### src/rtl/flash_audio_streamer.sv
// Streams PCM samples out of a word-addressed flash region, one sample per tick.
// Several samples can share a 32-bit word, and playback can run forward or in reverse.
//
// state  | meaning
// -------+-------------------------------------------------------------
// FETCH  | issue a read for flsh_address
// REQ    | read held until the flash accepts it (waitrequest low)
// WAITV  | read accepted, waiting for readdatavalid
// READY  | word buffered, samples served on ticks
// DRAIN  | a read was accepted before restart; discard its data
// STOP   | one-shot playback finished, done high
module flash_audio_streamer #(
    parameter int                 ADDR_W     = 23,
    parameter logic [ADDR_W-1:0]  START_ADDR = '0,
    parameter logic [ADDR_W-1:0]  END_ADDR   = ADDR_W'(23'h7FFFF),
    parameter int                 SAMPLE_W   = 16
) (
    input  logic                clk,
    input  logic                rst,
    input  logic                sample_tick,
    input  logic                pause,
    input  logic                reverse,
    input  logic                loop,
    input  logic                restart,
    output logic [ADDR_W-1:0]   flsh_address,
    output logic                flsh_read,
    input  logic                flsh_waitrequest,
    input  logic [31:0]         flsh_readdata,
    input  logic                flsh_readdatavalid,
    output logic [3:0]          flsh_byteenable,
    output logic [SAMPLE_W-1:0] audio_data,
    output logic                audio_valid,
    output logic                done,
    output logic [15:0]         underrun_count
);

    localparam int SPW   = 32 / SAMPLE_W;
    localparam int IDX_W = (SPW > 1) ? $clog2(SPW) : 1;
    localparam logic [IDX_W-1:0] LAST_IDX = IDX_W'(SPW - 1);

    typedef enum logic [2:0] {
        S_FETCH, S_REQ, S_WAITV, S_READY, S_DRAIN, S_STOP
    } state_t;

    state_t              state;
    logic [31:0]         word_buf;
    logic [IDX_W-1:0]    idx;
    logic                dir;
    logic                tick_ok;
    logic                at_wrap;
    logic                last_slot;
    logic [ADDR_W-1:0]   next_addr;
    logic [SAMPLE_W-1:0] slot;

    assign flsh_byteenable = 4'hF;
    assign tick_ok         = sample_tick && !pause;
    assign slot            = word_buf[int'(idx)*SAMPLE_W +: SAMPLE_W];
    // dir is latched per word so a direction change only affects the next word
    assign last_slot       = dir ? (idx == '0) : (idx == LAST_IDX);

    always_comb begin
        at_wrap   = reverse ? (flsh_address == START_ADDR) : (flsh_address == END_ADDR);
        next_addr = flsh_address;
        if (reverse)
            next_addr = at_wrap ? END_ADDR : flsh_address - ADDR_W'(1);
        else
            next_addr = at_wrap ? START_ADDR : flsh_address + ADDR_W'(1);
    end

    always_ff @(posedge clk) begin
        if (rst) begin
            state          <= S_FETCH;
            flsh_address   <= START_ADDR;
            flsh_read      <= 1'b0;
            word_buf       <= '0;
            idx            <= '0;
            dir            <= 1'b0;
            audio_data     <= '0;
            audio_valid    <= 1'b0;
            done           <= 1'b0;
            underrun_count <= '0;
        end else begin
            audio_valid <= 1'b0;
            if (restart) begin
                flsh_address <= reverse ? END_ADDR : START_ADDR;
                flsh_read    <= 1'b0;
                done         <= 1'b0;
                // an accepted read still owes us a readdatavalid unless it lands now
                if ((state == S_WAITV && !flsh_readdatavalid) ||
                    (state == S_DRAIN && !flsh_readdatavalid) ||
                    (state == S_REQ   && !flsh_waitrequest))
                    state <= S_DRAIN;
                else
                    state <= S_FETCH;
            end else begin
                if (tick_ok && state != S_READY && state != S_STOP &&
                    underrun_count != 16'hFFFF)
                    underrun_count <= underrun_count + 16'd1;
                case (state)
                    S_FETCH: begin
                        flsh_read <= 1'b1;
                        state     <= S_REQ;
                    end
                    S_REQ: begin
                        if (!flsh_waitrequest) begin
                            flsh_read <= 1'b0;
                            state     <= S_WAITV;
                        end
                    end
                    S_WAITV: begin
                        if (flsh_readdatavalid) begin
                            word_buf <= flsh_readdata;
                            dir      <= reverse;
                            idx      <= reverse ? LAST_IDX : '0;
                            state    <= S_READY;
                        end
                    end
                    S_READY: begin
                        if (tick_ok) begin
                            audio_data  <= slot;
                            audio_valid <= 1'b1;
                            if (!last_slot) begin
                                idx <= dir ? idx - IDX_W'(1) : idx + IDX_W'(1);
                            end else if (at_wrap && !loop) begin
                                done  <= 1'b1;
                                state <= S_STOP;
                            end else begin
                                flsh_address <= next_addr;
                                state        <= S_FETCH;
                            end
                        end
                    end
                    S_DRAIN: begin
                        if (flsh_readdatavalid)
                            state <= S_FETCH;
                    end
                    S_STOP: ;
                    default: state <= S_FETCH;
                endcase
            end
        end
    end

endmodule

### config.mk
export PLATFORM = sky130hd
export DESIGN_NAME = flash_audio_streamer
export DESIGN_NICKNAME = d
export VERILOG_FILES = /design/src/rtl/flash_audio_streamer.sv
export SDC_FILE = /design/constraint.sdc
export NUM_CORES = 1
export LEC_CHECK = 0
export CORE_MARGIN = 1.5
export CORE_UTILIZATION = 50
export CTS_CLUSTER_DIAMETER = 150
export CTS_CLUSTER_SIZE = 28
export DETAILED_ROUTE_END_ITERATION = 12
export DONT_BUFFER_PORTS = 1
export PLACE_DENSITY_LB_ADDON = 0.1
export SYNTH_ARGS = -nofsm -noshare
export SYNTH_HDL_FRONTEND = slang
export SYNTH_SLANG_ARGS = --single-unit
### constraint.sdc
create_clock -name clk -period 4.26 [get_ports clk]
set_clock_uncertainty 0.2 [all_clocks]
set_input_delay 0.426 -clock clk [delete_from_list [all_inputs] [get_ports clk]]
set_output_delay 0.426 -clock clk [all_outputs]
set_load 0.02 [all_outputs]
Word-level counts from Yosys, hierarchy flattened
Cells that the tools add are included.
- input port bits: 41
- bits in registers: 95
- output and inout port bits: 62
- logic and storage cells: 99
- bitwise gates (word level): 3
- shift operators: 1
- add/sub/neg operators: 5
- eq/ne operators: 20
- reductions and logical operators: 31
- multiplexer cells: 29
- operator list (kind ; number):
    $mux 23 ; 8
    $shiftx 32x6->16 ; 1
    $mux 3 ; 8
    $add 23x1->23 const B ; 1
    $eq 23x19->1 const B ; 1
    $logic_not 23->1 ; 1
    $sub 23x1->23 const B ; 1
    $mux 19 ; 1
    $ne 3x3->1 const B ; 6
    $pmux 3 s6 ; 1
    $add 16x1->16 const B ; 1
    $ne 16x16->1 const B ; 1
    $ne 2x2->1 const B ; 6
    $reduce_bool 2->1 ; 5
    $mux 1 ; 9
    $logic_and 1x1->1 ; 8
    $reduce_and 4->1 ; 2
    $eq 3x2->1 const B ; 2
    $eq 3x3->1 const B ; 2
    $reduce_and 3->1 ; 2
    $reduce_and 6->1 ; 1
    $reduce_and 5->1 ; 1
    $logic_not 1->1 ; 4
    $pmux 1 s2 ; 2
    other kinds (10) ; 14

Longest topological paths before layout
- depth after elaboration: 9
- mapped depth: 11

Worst setup path after synthesis
No wires, ideal clock.
- path kind: reg2reg
- start point: reg flsh_address[0]
- end point: reg flsh_address[3]
- data required time: 3928 ps
- setup time: 132 ps
- period minus slack after synthesis: 2792 ps
- arrival: 2460 ps
- stages on the path, launching flop included: 12
- slack: 1468 ps
- cells stage by stage: dfxtp_1 clkbuf_1 inv_1 ha_1 or4b_4 nor4_4 a32oi_4 o22a_1 buf_6 buf_8 o21ai_0 a21oi_1
- word-level cells in the longest chain between the ends: 9
- elaborated cells between the ends (all ways): 16
- RTL lines (element ; RTL line ; text):
    from (decl) ; 25 ; output logic [ADDR_W-1:0] flsh_address,
    from (signal assigned) ; 85 ; flsh_address <= reverse ? END_ADDR : START_ADDR;
    from (signal assigned) ; 128 ; flsh_address <= next_addr;
    branches (longest 9 deep; another with $add 23x1->23) ; n/a ;
Several ways; the timed one is not identified. The select of a mux whose other input is x is not followed.
A chain may end at the register's enable or synchronous reset.

Worst setup path after layout
- start point: reg flsh_address[0]
- end point: reg flsh_address[5]
The elaborated chain is that of the path after synthesis.

==> flow_metrics.tcl <==
set metrics [dict create \
    die_y_um 106 \
    yosys_warnings 0 \
    hold_viol 0 \
    gp_congestion 0.873 \
    holdPathEnd "flsh_address[1]$_SDFFE_PP0P_" \
    syn_area_um2 5300 \
    arrival_ps 3300 \
    max_freq_mhz 309 \
    hold_depth 3 \
    htreeDepth 3 \
    reg2reg_slack_ps 1020 \
    rsz0062_at_grt "false" \
    drive_above_1_share 0.0759 \
    start_util 0.513 \
    period_needed_ps 3240 \
    synth_ff_type "dfxtp_1" \
    yosysTopAreaCellShare 0.359 \
    cap_violations 0 \
    leakage_nw 1.85 \
    drtIter0Drc 429 \
    row_count 37 \
    startpoint_type "flop" \
    routed_wl_mm 14.0 \
    cts_tree "built" \
    finalCritPeriodShare 0.760 \
    layout_commonest_cell "dfxtp_1" \
    required_ps 4330 \
    fin_nets 712 \
    area_delta_synth_final_pct 8.10 \
    slowest_stage "o22a_1" \
    cts-root-buf "clkbuf_8" \
    grt_usage 0.254 \
    clk_latency_ps 360 \
    slowest_delay_ps 700 \
    grt_pass1_wl_mm 23.0 \
    r2r-end "flsh_address[5]$_SDFFE_PP0P_" \
    path_class "flop to flop" \
    min_from "rst" \
    grt_overflow_total 0 \
    place_hpwl_mm 9.06 \
    tns_ps 0 \
    final_util 0.555 \
    synth-edff-count 0 \
    path_clk_slew_ps 100 \
    crit-reg2reg-launch "flsh_address[0]$_SDFFE_PP0P_" \
    worst_slack_ps 1020 \
    setup_viol 0 \
    ys_async_sr_fraction 0 \
    vias 4905 \
    antennaDiodeCount 0 \
    swShare 0.297 \
    first_pass_iters 9 \
    die_w_um 106 \
    io_buffers 0 \
    syn_area_per_cell_um2 7.87 \
    synth_cell_types 79 \
    worstMarginPinSlew_ps 1130 \
    synth_seq_area_share 0.359 \
    grt_pass1_vias 4590 \
    wire_per_inst_um 17.4 \
    critPathTopFamily "compound AO/OA/AOI/OAI gates" \
    antenna_found_initial 0 \
    postRouteAntennaNets 0 \
    preCtsSetupSlack_ps 1110 \
    min_path_type "primary input to flop" \
    switching_power_mw 0.534 \
    most-common-layout-cells "dfxtp_1, nand2_1, a21oi_1, nor2_1, dlygate4sd3_1" \
    p_clk_frac 0.319 \
    intPower_mw 1.26 \
    sequentialPowerShare 0.540 \
    critical_path.max_fanout 20 \
    finalPower_mw 1.80 \
    rr_worst_depth 8 \
    comb_power_share 0.141 \
    endpoint_kind "flop" \
    cts.sink_count 95 \
    synth_area_leaders "dfxtp_1, a21oi_1, nand2_1" \
    ys_seq_elements 95 \
    cts_buffer_depth 2 \
    synth_cells 673 \
    p_per_area_nw_per_um2 314 \
    synth_top_area_cell "dfxtp_1" \
    crit_path_cell_trace "inv_1 > ha_1 > or4b_4 > nor4_4 > a32oi_4 > o22a_1 > or2b_2 > o32ai_1" \
    cts_buffers 9 \
    whs_ps 19.2 \
    cp_num_buf_inv 1 \
    relSlewSlack 0.240 \
    io_pins 103 \
    dieArea_um2 11200 \
    coreArea_um2 10300 \
    grt_max_degree 89 \
    drc 0 \
    run_status "complete, no violations" \
    vias_per_cell 6.07 \
    ir_worst_vdd_uv 192 \
    slew_violations 0 \
]
## logic make-up (layout without fill, tap and decap cells)
family | after synthesis | count (layout) | synth area share
AOI/OAI and AO/OA | 178 | 178 | 0.217
buffers and inverters | 73 | 69 | 0.0723
adders and majority gates | 3 | 3 | 0.00708
xor gates and xnor gates | 22 | 22 | 0.0364
and+or+nand+nor | 279 | 279 | 0.266
DFF | 95 | 95 | 0.359
muxes | 22 | 22 | 0.0418
other | 1 | 4 | 0.000708
## registers in the layout, indices dropped and copies added, names as in the netlist
name            flops
underrun_count     16
audio_valid         1
flsh_address       23
dir                 1
flsh_read           1
audio_data         16
done                1
state               3
idx                 1
word_buf           32
## what timing repair did
action / CTS / global route
endpoints found under the hold margin: 88 / 0
buffers inserted: 0 / 0
gates resized for setup: 0 / 0
hold buffers: 33 / 0
## layer usage
metal,share of wire,vias to the layer above,global-route usage
li1,-,2394,-
met5,0,-,0
met3,0.067,15,0.0484
met1,0.44,2320,0.331
met2,0.48,176,0.422
met4,0.012,0,0.0898
## power by group through the flow
stage,Sequential (mW),Clock [mW],Combinational [mW]
after CTS,0.970,0.596,0.250
after floorplan,0.960,0,0.223
final,0.972,0.573,0.253
after global placement,0.990,0,0.206
after global routing,0.976,0.632,0.278
after detailed placement,0.991,0,0.208
## stage by stage
step           std cells  area (um^2)
2_1_floorplan        676         5310
3_3_place_gp         760         5200
3_5_place_dp         760         5200
4_1_cts              808         5730
5_1_grt              808         5730
6_report             808         5730
## cells in the mapped netlist, types with 5 or more instances
| cell | number |
|---|---|
| nor3_1 | 24 |
| mux2i_1 | 21 |
| nand3_1 | 18 |
| nor2b_1 | 5 |
| a211oi_1 | 20 |
| inv_1 | 17 |
| nor2_1 | 64 |
| o32ai_1 | 6 |
| and3_1 | 7 |
| buf_6 | 5 |
| buf_2 | 7 |
| nand4_1 | 12 |
| nand2b_1 | 5 |
| o21ai_0 | 27 |
| nor4_1 | 18 |
| xnor2_1 | 18 |
| dfxtp_1 | 95 |
| o22ai_1 | 7 |
| nand2_1 | 88 |
| clkbuf_1 | 32 |
| or3_1 | 5 |
| a21oi_1 | 74 |
| o31ai_1 | 7 |
## worst max-delay path by stage
stage | start | endpoint | cells after the start
after floorplan | flsh_address[0]$_SDFFE_PP0P_ | flsh_address[3]$_SDFFE_PP0P_ | 11
after global placement | flsh_address[0]$_SDFFE_PP0P_ | flsh_address[13]$_SDFFE_PP0P_ | 8
after detailed placement | flsh_address[0]$_SDFFE_PP0P_ | flsh_address[5]$_SDFFE_PP0P_ | 8
after CTS | flsh_address[0]$_SDFFE_PP0P_ | flsh_address[5]$_SDFFE_PP0P_ | 8
after global routing | flsh_address[0]$_SDFFE_PP0P_ | flsh_address[5]$_SDFFE_PP0P_ | 8
final | flsh_address[0]$_SDFFE_PP0P_ | flsh_address[5]$_SDFFE_PP0P_ | 8
## cell type report
cell class / count / area, um^2
tap: 136 / 170
fill: 1000 / 4600
sequential: 95 / 1900
clock buffer: 12 / 155
clock inverter: 3 / 26.3
inverter: 17 / 63.8
timing repair buffer: 37 / 378
multi-input combinational: 508 / 3030
## worst min-delay path, stage by stage
cell and delay (ps):
a21oi_1 20, o21ai_0 60, a21oi_1 40
Power figures use the tool's default switching activity.
